### src/rtl/branch_unit.sv
// EX-stage branch/jump resolution: compare, target/link generation, mispredict
// detection, one valid/ready result register and saturating statistics counters.
module branch_unit #(
    parameter int DATAW = 32,
    parameter int CNTW  = 16,
    parameter int ILEN  = 4
) (
    input  logic             clk,
    input  logic             rst,
    input  logic             flush,
    input  logic             in_valid,
    output logic             in_ready,
    input  logic [1:0]       kind,
    input  logic [2:0]       cmp_type,    // funct3 compare code ("type" is a reserved word)
    input  logic [DATAW-1:0] a,
    input  logic [DATAW-1:0] b,
    input  logic [DATAW-1:0] pc,
    input  logic [DATAW-1:0] imm,
    input  logic             pred_taken,
    input  logic [DATAW-1:0] pred_target,
    output logic             out_valid,
    input  logic             out_ready,
    output logic             taken,
    output logic [DATAW-1:0] target,
    output logic [DATAW-1:0] link,
    output logic             redirect,
    output logic [DATAW-1:0] redirect_pc,
    output logic             illegal,
    output logic [CNTW-1:0]  br_cnt,
    output logic [CNTW-1:0]  mis_cnt,
    input  logic             cnt_clr
);

    localparam logic [1:0] KIND_NONE   = 2'b00;
    localparam logic [1:0] KIND_BRANCH = 2'b01;
    localparam logic [1:0] KIND_JAL    = 2'b10;
    localparam logic [1:0] KIND_JALR   = 2'b11;

    function automatic logic [CNTW-1:0] sat_inc(input logic [CNTW-1:0] v);
        return (v == {CNTW{1'b1}}) ? v : v + CNTW'(1);
    endfunction

    logic             valid_r, taken_r, redirect_r, illegal_r, cf_r;
    logic [DATAW-1:0] target_r, link_r, redirect_pc_r;
    logic [CNTW-1:0]  br_cnt_r, mis_cnt_r;

    logic             taken_s, illegal_s, redirect_s, eq_s, lt_s, ltu_s;
    logic [DATAW-1:0] pc_tgt_s, reg_sum_s, target_s, link_s, redirect_pc_s;
    logic             accept_s, fire_s, ready_s;

    assign eq_s      = (a == b);
    assign lt_s      = ($signed(a) < $signed(b));
    assign ltu_s     = (a < b);
    assign pc_tgt_s  = pc + imm;
    assign reg_sum_s = a + imm;
    assign link_s    = pc + DATAW'(ILEN);

    // Resolve direction and legality of the incoming instruction
    always_comb begin
        taken_s   = 1'b0;
        illegal_s = 1'b0;
        case (kind)
            KIND_BRANCH: begin
                case (cmp_type)
                    3'b000:  taken_s = eq_s;
                    3'b001:  taken_s = !eq_s;
                    3'b100:  taken_s = lt_s;
                    3'b101:  taken_s = !lt_s;
                    3'b110:  taken_s = ltu_s;
                    3'b111:  taken_s = !ltu_s;
                    default: illegal_s = 1'b1;
                endcase
            end
            KIND_JAL:  taken_s = 1'b1;
            KIND_JALR: taken_s = 1'b1;
            default: begin
                taken_s   = 1'b0;
                illegal_s = 1'b0;
            end
        endcase
    end

    // Target, next PC and mispredict decision
    always_comb begin
        target_s = pc_tgt_s;
        if (kind == KIND_JALR) begin
            target_s = {reg_sum_s[DATAW-1:1], 1'b0};
        end else begin
            target_s = pc_tgt_s;
        end
        redirect_pc_s = taken_s ? target_s : link_s;
        redirect_s    = (kind != KIND_NONE) &&
                        ((taken_s != pred_taken) || (taken_s && (target_s != pred_target)));
    end

    assign ready_s  = !valid_r || out_ready;
    assign accept_s = in_valid && ready_s && !flush;
    assign fire_s   = valid_r && out_ready && !flush;

    // Output-register occupancy; flush kills both the held and the incoming beat
    always_ff @(posedge clk) begin
        if (rst) begin
            valid_r <= 1'b0;
        end else if (flush) begin
            valid_r <= 1'b0;
        end else if (accept_s) begin
            valid_r <= 1'b1;
        end else if (fire_s) begin
            valid_r <= 1'b0;
        end else begin
            valid_r <= valid_r;
        end
    end

    // Result payload, loaded only on accept so it stays stable under backpressure
    always_ff @(posedge clk) begin
        if (rst) begin
            taken_r       <= 1'b0;
            target_r      <= '0;
            link_r        <= '0;
            redirect_r    <= 1'b0;
            redirect_pc_r <= '0;
            illegal_r     <= 1'b0;
            cf_r          <= 1'b0;
        end else if (accept_s) begin
            taken_r       <= taken_s;
            target_r      <= target_s;
            link_r        <= link_s;
            redirect_r    <= redirect_s;
            redirect_pc_r <= redirect_pc_s;
            illegal_r     <= illegal_s;
            cf_r          <= (kind != KIND_NONE);
        end else begin
            taken_r       <= taken_r;
            target_r      <= target_r;
            link_r        <= link_r;
            redirect_r    <= redirect_r;
            redirect_pc_r <= redirect_pc_r;
            illegal_r     <= illegal_r;
            cf_r          <= cf_r;
        end
    end

    // Saturating statistics, counted when a control-flow result leaves the unit
    always_ff @(posedge clk) begin
        if (rst) begin
            br_cnt_r  <= '0;
            mis_cnt_r <= '0;
        end else if (cnt_clr) begin
            br_cnt_r  <= '0;
            mis_cnt_r <= '0;
        end else if (fire_s && cf_r) begin
            br_cnt_r  <= sat_inc(br_cnt_r);
            mis_cnt_r <= redirect_r ? sat_inc(mis_cnt_r) : mis_cnt_r;
        end else begin
            br_cnt_r  <= br_cnt_r;
            mis_cnt_r <= mis_cnt_r;
        end
    end

    assign in_ready    = ready_s;
    assign out_valid   = valid_r;
    assign taken       = taken_r;
    assign target      = target_r;
    assign link        = link_r;
    assign redirect    = redirect_r;
    assign redirect_pc = redirect_pc_r;
    assign illegal     = illegal_r;
    assign br_cnt      = br_cnt_r;
    assign mis_cnt     = mis_cnt_r;

endmodule

### config.mk
export PLATFORM = sky130hd
export DESIGN_NAME = branch_unit
export DESIGN_NICKNAME = d
export VERILOG_FILES = /design/src/rtl/branch_unit.sv
export SDC_FILE = /design/constraint.sdc
export NUM_CORES = 1
export LEC_CHECK = 0
export ABC_AREA = 1
export CAP_MARGIN = 20
export CORE_ASPECT_RATIO = 1.2
export CORE_MARGIN = 3
export CORE_UTILIZATION = 54
export CTS_BUF_LIST = sky130_fd_sc_hd__clkbuf_4
export DETAILED_ROUTE_END_ITERATION = 10
export GPL_TIMING_DRIVEN = 1
export PLACE_DENSITY = 0.83
export SYNTH_ARGS = -nofsm -noshare
export SYNTH_HDL_FRONTEND = slang
export SYNTH_SLANG_ARGS = --single-unit
### constraint.sdc
create_clock -name clk -period 4.1 [get_ports clk]
set_input_delay 0.41 -clock clk [delete_from_list [all_inputs] [get_ports clk]]
set_output_delay 0.41 -clock clk [all_outputs]
set_load 0.03 [all_outputs]
Word-level counts from Yosys, hierarchy flattened:

Index checks and enable logic that the tools add are counted.

* bits in registers: 133
* logic and storage cells: 63

* bitwise gates (word level): 2
* add/sub/neg operators: 5
* muxes and demuxes: 8
* reductions and logical operators: 23
* eq/ne operators: 13
* $lt $le $gt $ge: 2

Operators by type and width (count)
* $add A32 B32 Y32: 2
* $lt A32 B32 Y1: 2
* $mux W32: 2
* $add A16 B1 Y16 const B: 2
* $add A32 B3 Y32 const B: 1
* $eq A16 B16 Y1 const B: 2
* $eq A32 B32 Y1: 1
* $ne A32 B32 Y1: 1
* $eq A3 B3 Y1 const B: 4
* $logic_and A1 B1 Y1: 7
* $pmux W1 S6: 1
* $reduce_or A2 Y1: 3
* $reduce_or A6 Y1: 1
* $logic_not A1 Y1: 5
* $eq A2 B2 Y1 const B: 2
* $mux W1: 4
* $reduce_bool A2 Y1: 2
* $eq A3 B1 Y1 const B: 1
* $logic_not A3 Y1: 1
* $reduce_and A3 Y1: 1
* $eq A2 B1 Y1 const B: 1
* $logic_or A1 B1 Y1: 2
* $not A1 Y1: 2
* $pmux W1 S2: 1
* 2 further kinds: 2

Depth between registers and ports, before layout:

* word-level depth: 7
* gate-level depth with buffers: 25

Worst setup path before layout:

No wires, ideal clock.

* path kind: input-to-reg
* start: in pc[0]
* end: reg redirect_r, in the netlist redirect
* slack: 1628 ps
* stages: 20
* setup time: 134 ps
* data arrival time: 2338 ps
* cells stage by stage: ha_1 fa_1 nand2_1 nand2_1 nand3_1 nand2_1 nand2_1 nand2_1 nand3b_1 nand2_1 nand2_1 nand3_1 nand2_1 nand2_1 nand2_1 nand2_1 nor2_1 nand3_1 nand2_1 a21oi_1

* cells in the longest elaborated chain, start to end: 6

RTL lines
* start: declaration: line 17 `input logic [DATAW-1:0] pc,`
* $add A32 B32 Y32: line 54 `assign pc_tgt_s = pc + imm;`
* $mux W32: line 86 `if (kind == KIND_JALR) begin`
* $ne A32 B32 Y1: line 93 `((taken_s != pred_taken) || (taken_s && (target_s != pred_target)));`
* $logic_and A1 B1 Y1: line 93
* $logic_or A1 B1 Y1: line 93
* $logic_and A1 B1 Y1: line 92 `redirect_s = (kind != KIND_NONE) &&`
* end signal: assignment: line 129 `redirect_r <= redirect_s;`
* end signal: assignment: line 137 `redirect_r <= redirect_r;`
* end: declaration: line 43 `logic valid_r, taken_r, redirect_r, illegal_r, cf_r;`

No other way between the ends.
A chain may end at the register's enable or synchronous reset.

Worst setup path in the final report:

* start: in imm[7]
* end: reg redirect_r, in the netlist redirect

* cells in the longest elaborated chain, start to end: 6

RTL lines
* start: declaration: line 18 `input logic [DATAW-1:0] imm,`
* $add A32 B32 Y32 (on tied branches): line 54, 55
* $mux W32 (*): line 86
* $ne A32 B32 Y1 (*): line 93
* $logic_and A1 B1 Y1 (*): line 93
* $logic_or A1 B1 Y1 (*): line 93
* $logic_and A1 B1 Y1 (*): line 92

Mark *: on every way between the ends. The rest lies on a longest branch, timed or not.

==> impl_results.md <==
* Top cell type by total area after synthesis: sky130_fd_sc_hd__dfxtp_1
* Via count at 15400
* Lkg Pwr at 0.00803 uW
* Transition at the pin with the smallest max-transition slack at 1.12 ns
* Number of cells produced by synthesis at 2166
* Cell-internal power at 2350 uW
* Result of the run: finished clean
* Post-CTS resize count at 0
* DRT Pass-1 Iters at 5
* Req. time, crit path at 4.50 ns
* Area of combinational cells with multiple inputs at 8520 um2
* XOR/XNOR share of the synthesized area at 2.26%
* Number of enable-type register cells in the synthesized netlist at 0
* Area fraction in compound gates after synthesis at 14.5%
* Rows at 60
* Ys flop type: sky130_fd_sc_hd__dfxtp_1
* Pin count of the biggest net entering global routing at 117
* Combinational share of power at 44.6%
* Overflow left after global routing at 0
* Share of total power in the clock network at 20.5%
* Cell area after placement at 16000 um2
* Switching power at 1680 uW
* Post-detailed-route count of antenna-violating nets at 0
* Max FO, Critical Path at 5
* Clock Latency Late Sink at 0.54 ns
* Post-layout total power at 4030 uW
* Vias in the first global route at 14400
* Vert. Die Dim at 174 um
* Max-slew headroom at the worst pin at 25.5%
* Cell area after technology mapping at 12700 um2
* Net switching share of the total power at 41.8%
* Critical path data arrival time at 3.53 ns
* Post-DP HPWL at 39200 um
* Final Hold Fails at 0
* Final net count at 2717
* Initial cell density of the core at 55.8%
* Largest vdd supply drop at 0.000159 V
* Fillcell total at 2021
* Cells taking the most area after synthesis: sky130_fd_sc_hd__dfxtp_1 (21%), sky130_fd_sc_hd__nand2_1 (18%), sky130_fd_sc_hd__inv_1 (10%)
* Placeable core region at 22800 um2
* CTS Root Cell: sky130_fd_sc_hd__clkbuf_4
* Chip width at 146 um
* Post-Synth Adder-Cell Area at 9.75%
* Clock tree from TritonCTS: yes
* Number of buffers added by the clock tree synthesis step at 17
* Unique masters post-synth at 49
* Main combinational cell family by area after synthesis: simple AND/OR/NAND/NOR gates
* Number of remaining DRC errors at 0
* Post-route cell area at 16300 um2
* All-Layer GR Usage at 34.9%
* Post-synthesis net count at 2436
* Clock-pin slew on the worst setup and hold paths at 0.12 ns
* Avg WL per Cell at 16.9 um
* Share of async-settable or async-resettable flops after synthesis at 0%
* Register share of total power at 34.9%
* Number of buffers added on ports at 304
* RSZ-0062 raised after global routing: false
* Final Wtd Congestion at 1.02
* Number of synthesis warnings at 0
* Ports placed on the boundary at 305
* Crit start category: input pin
* Max Freq at 320 MHz
* Number of setup violations in the final report at 0
* Synth Area in Simple Gates at 40.5%
* Class of the tightest hold or removal check: input pin to register
* Setup CP Type: input pin to register
* Clock period minus final worst setup slack at 3.13 ns
* Kind of end point of the critical path: register
* Drt initial violations at 1124
* Clk_skew at 0.0222 ns
* Post-synthesis register bit count at 133
* Post-detailed-routing wire length at 46800 um
* Antenna violations before repair at 1
* Final slew viol count at 0
* Final period utilization at 76.3%
* Full die area at 25500 um2
* Mux share of post-synthesis cell area at 0%
* Power per Cell Area at 248 nW/um2
* Via/cell ratio at 5.55
* Avg Inst Size Synth at 5.88 um2
* Top cell type's share of synthesized area at 20.9%
* Setup Buffers After CTS at 0
* Layout overhead on the synthesized area at 27.9%
* First-pass GRT wire length at 72100 um
* Hold bufs inserted after CTS at 0
* Fraction of layout cells with a size suffix above 1 at 4.35%
* Max-Cap Viols at 0
* Sum of negative setup slack at 0 ns
* Sink Count at 133
* Reg area at 2660 um2
* Seq/Total Area, Yosys at 20.9%
* Clock H-tree levels at 4
* Buffer depth of the longest clock path at 2
==> layout make-up <==
type	instances	share of cell area, %
antenna	1	0.0154
clock buffer	20	0.923
clock inverter	12	0.661
inverter	351	8.10
multi-input combinational	1632	52.4
sequential	133	16.4
tap	310	2.38
timing repair buffer	312	19.2
==> cells in the final DEF (no fill, tap or decap), drive strengths merged, types with 35 or more instances in the layout <==
| cell type | Yosys | routed |
|---|---|---|
| nand2 | 633 | 633 |
| a21oi | 164 | 164 |
| nand3 | 227 | 227 |
| dfxtp | 133 | 133 |
| nor3 | 35 | 35 |
| clkdlybuf4s50 | 0 | 303 |
| o21ai | 115 | 115 |
| ha | 96 | 96 |
| inv | 351 | 352 |
| nor2 | 215 | 215 |
==> final timing paths <==
check / start / endpoint / slack [ns] / cells past startpoint
max reg2reg: mis_cnt[0] / mis_cnt[15] / 1.75 / 13
max: imm[7] / redirect / 0.97 / 19
min: rst / redirect_pc[28] / 0.28 / 2
min reg2reg: redirect_pc[19] / redirect_pc[19] / 0.48 / 2
==> cell families after synthesis <==
group | after synthesis
AO/OA/AOI/OAI | 328
XOR/XNOR | 32
adder cells (fa/ha/maj) | 98
buffers and inverters | 401
flip-flops | 133
AND/OR/NAND/NOR | 1174
==> registers in the layout, indices dropped and copies added (netlist names) <==
signal       count
taken            1
br_cnt          16
out_valid        1
target          32
mis_cnt         16
illegal          1
redirect_pc     32
link            32
cf_r             1
redirect         1
==> power by group through the flow <==
| stage | Clock, uW | Sequential (uW) | Combinational, uW |
|---|---|---|---|
| 4_1_cts | 828 | 1410 | 1770 |
| 2_1_floorplan | 0 | 1560 | 963 |
| 5_1_grt | 874 | 1410 | 1960 |
| 6_report | 824 | 1410 | 1800 |
| 3_5_place_dp | 0 | 1430 | 1760 |
| 3_3_place_gp | 0 | 1430 | 1730 |
==> cells in the mapped netlist (23+ instances only) <==
| cell type | number |
|---|---|
| sky130_fd_sc_hd__clkbuf_1 | 31 |
| sky130_fd_sc_hd__xor2_1 | 23 |
| sky130_fd_sc_hd__nand4_1 | 28 |
| sky130_fd_sc_hd__ha_1 | 96 |
| sky130_fd_sc_hd__a21oi_1 | 142 |
| sky130_fd_sc_hd__o21ai_0 | 93 |
| sky130_fd_sc_hd__nor2_1 | 205 |
| sky130_fd_sc_hd__nand3_1 | 221 |
| sky130_fd_sc_hd__dfxtp_1 | 133 |
| sky130_fd_sc_hd__nand2_1 | 625 |
| sky130_fd_sc_hd__nor3_1 | 30 |
| sky130_fd_sc_hd__inv_1 | 348 |
==> metal layers <==
| layer | GRT usage, % | share of wire, % | vias to the layer above |
|---|---|---|---|
| li1 | - | - | 7546 |
| met1 | 43.0 | 39 | 6940 |
| met2 | 61.7 | 48 | 774 |
| met3 | 3.73 | 8.3 | 113 |
| met4 | 14.9 | 4.4 | 0 |
| met5 | 0 | 0 | - |
==> worst max-delay path, cell delays in order <==
cell and delay (ns):
sky130_fd_sc_hd__clkdlybuf4s50_1 0.52, sky130_fd_sc_hd__ha_1 0.41, sky130_fd_sc_hd__nand2_1 0.09, sky130_fd_sc_hd__nor2_1 0.23, sky130_fd_sc_hd__nand2_1 0.13, sky130_fd_sc_hd__nand2_1 0.16, sky130_fd_sc_hd__nand2_1 0.10, sky130_fd_sc_hd__nand2_1 0.13
sky130_fd_sc_hd__nand4_1 0.21, sky130_fd_sc_hd__nand3_1 0.13, sky130_fd_sc_hd__nand3_1 0.17, sky130_fd_sc_hd__nand2_1 0.21, sky130_fd_sc_hd__nand2_1 0.07, sky130_fd_sc_hd__nand2_1 0.06, sky130_fd_sc_hd__nand2_1 0.05, sky130_fd_sc_hd__nor2_1 0.20
sky130_fd_sc_hd__nand3_1 0.11, sky130_fd_sc_hd__nand2_1 0.07, sky130_fd_sc_hd__a21oi_1 0.05
==> through the flow <==
stage / setup WS, ns / hold slack, ns / instances / utilization, %
floorplan: 1.63 / 0.446 / 2166 / -
global placement: 0.529 / 0.451 / 2738 / 70.2
detailed placement: 0.489 / 0.457 / 2738 / 70.2
CTS: 1.05 / 0.246 / 2770 / 71.3
global route: 0.788 / 0.280 / 2771 / 71.3
finish: 0.971 / 0.284 / 2771 / 71.3
(Power assumes the default switching activity.)
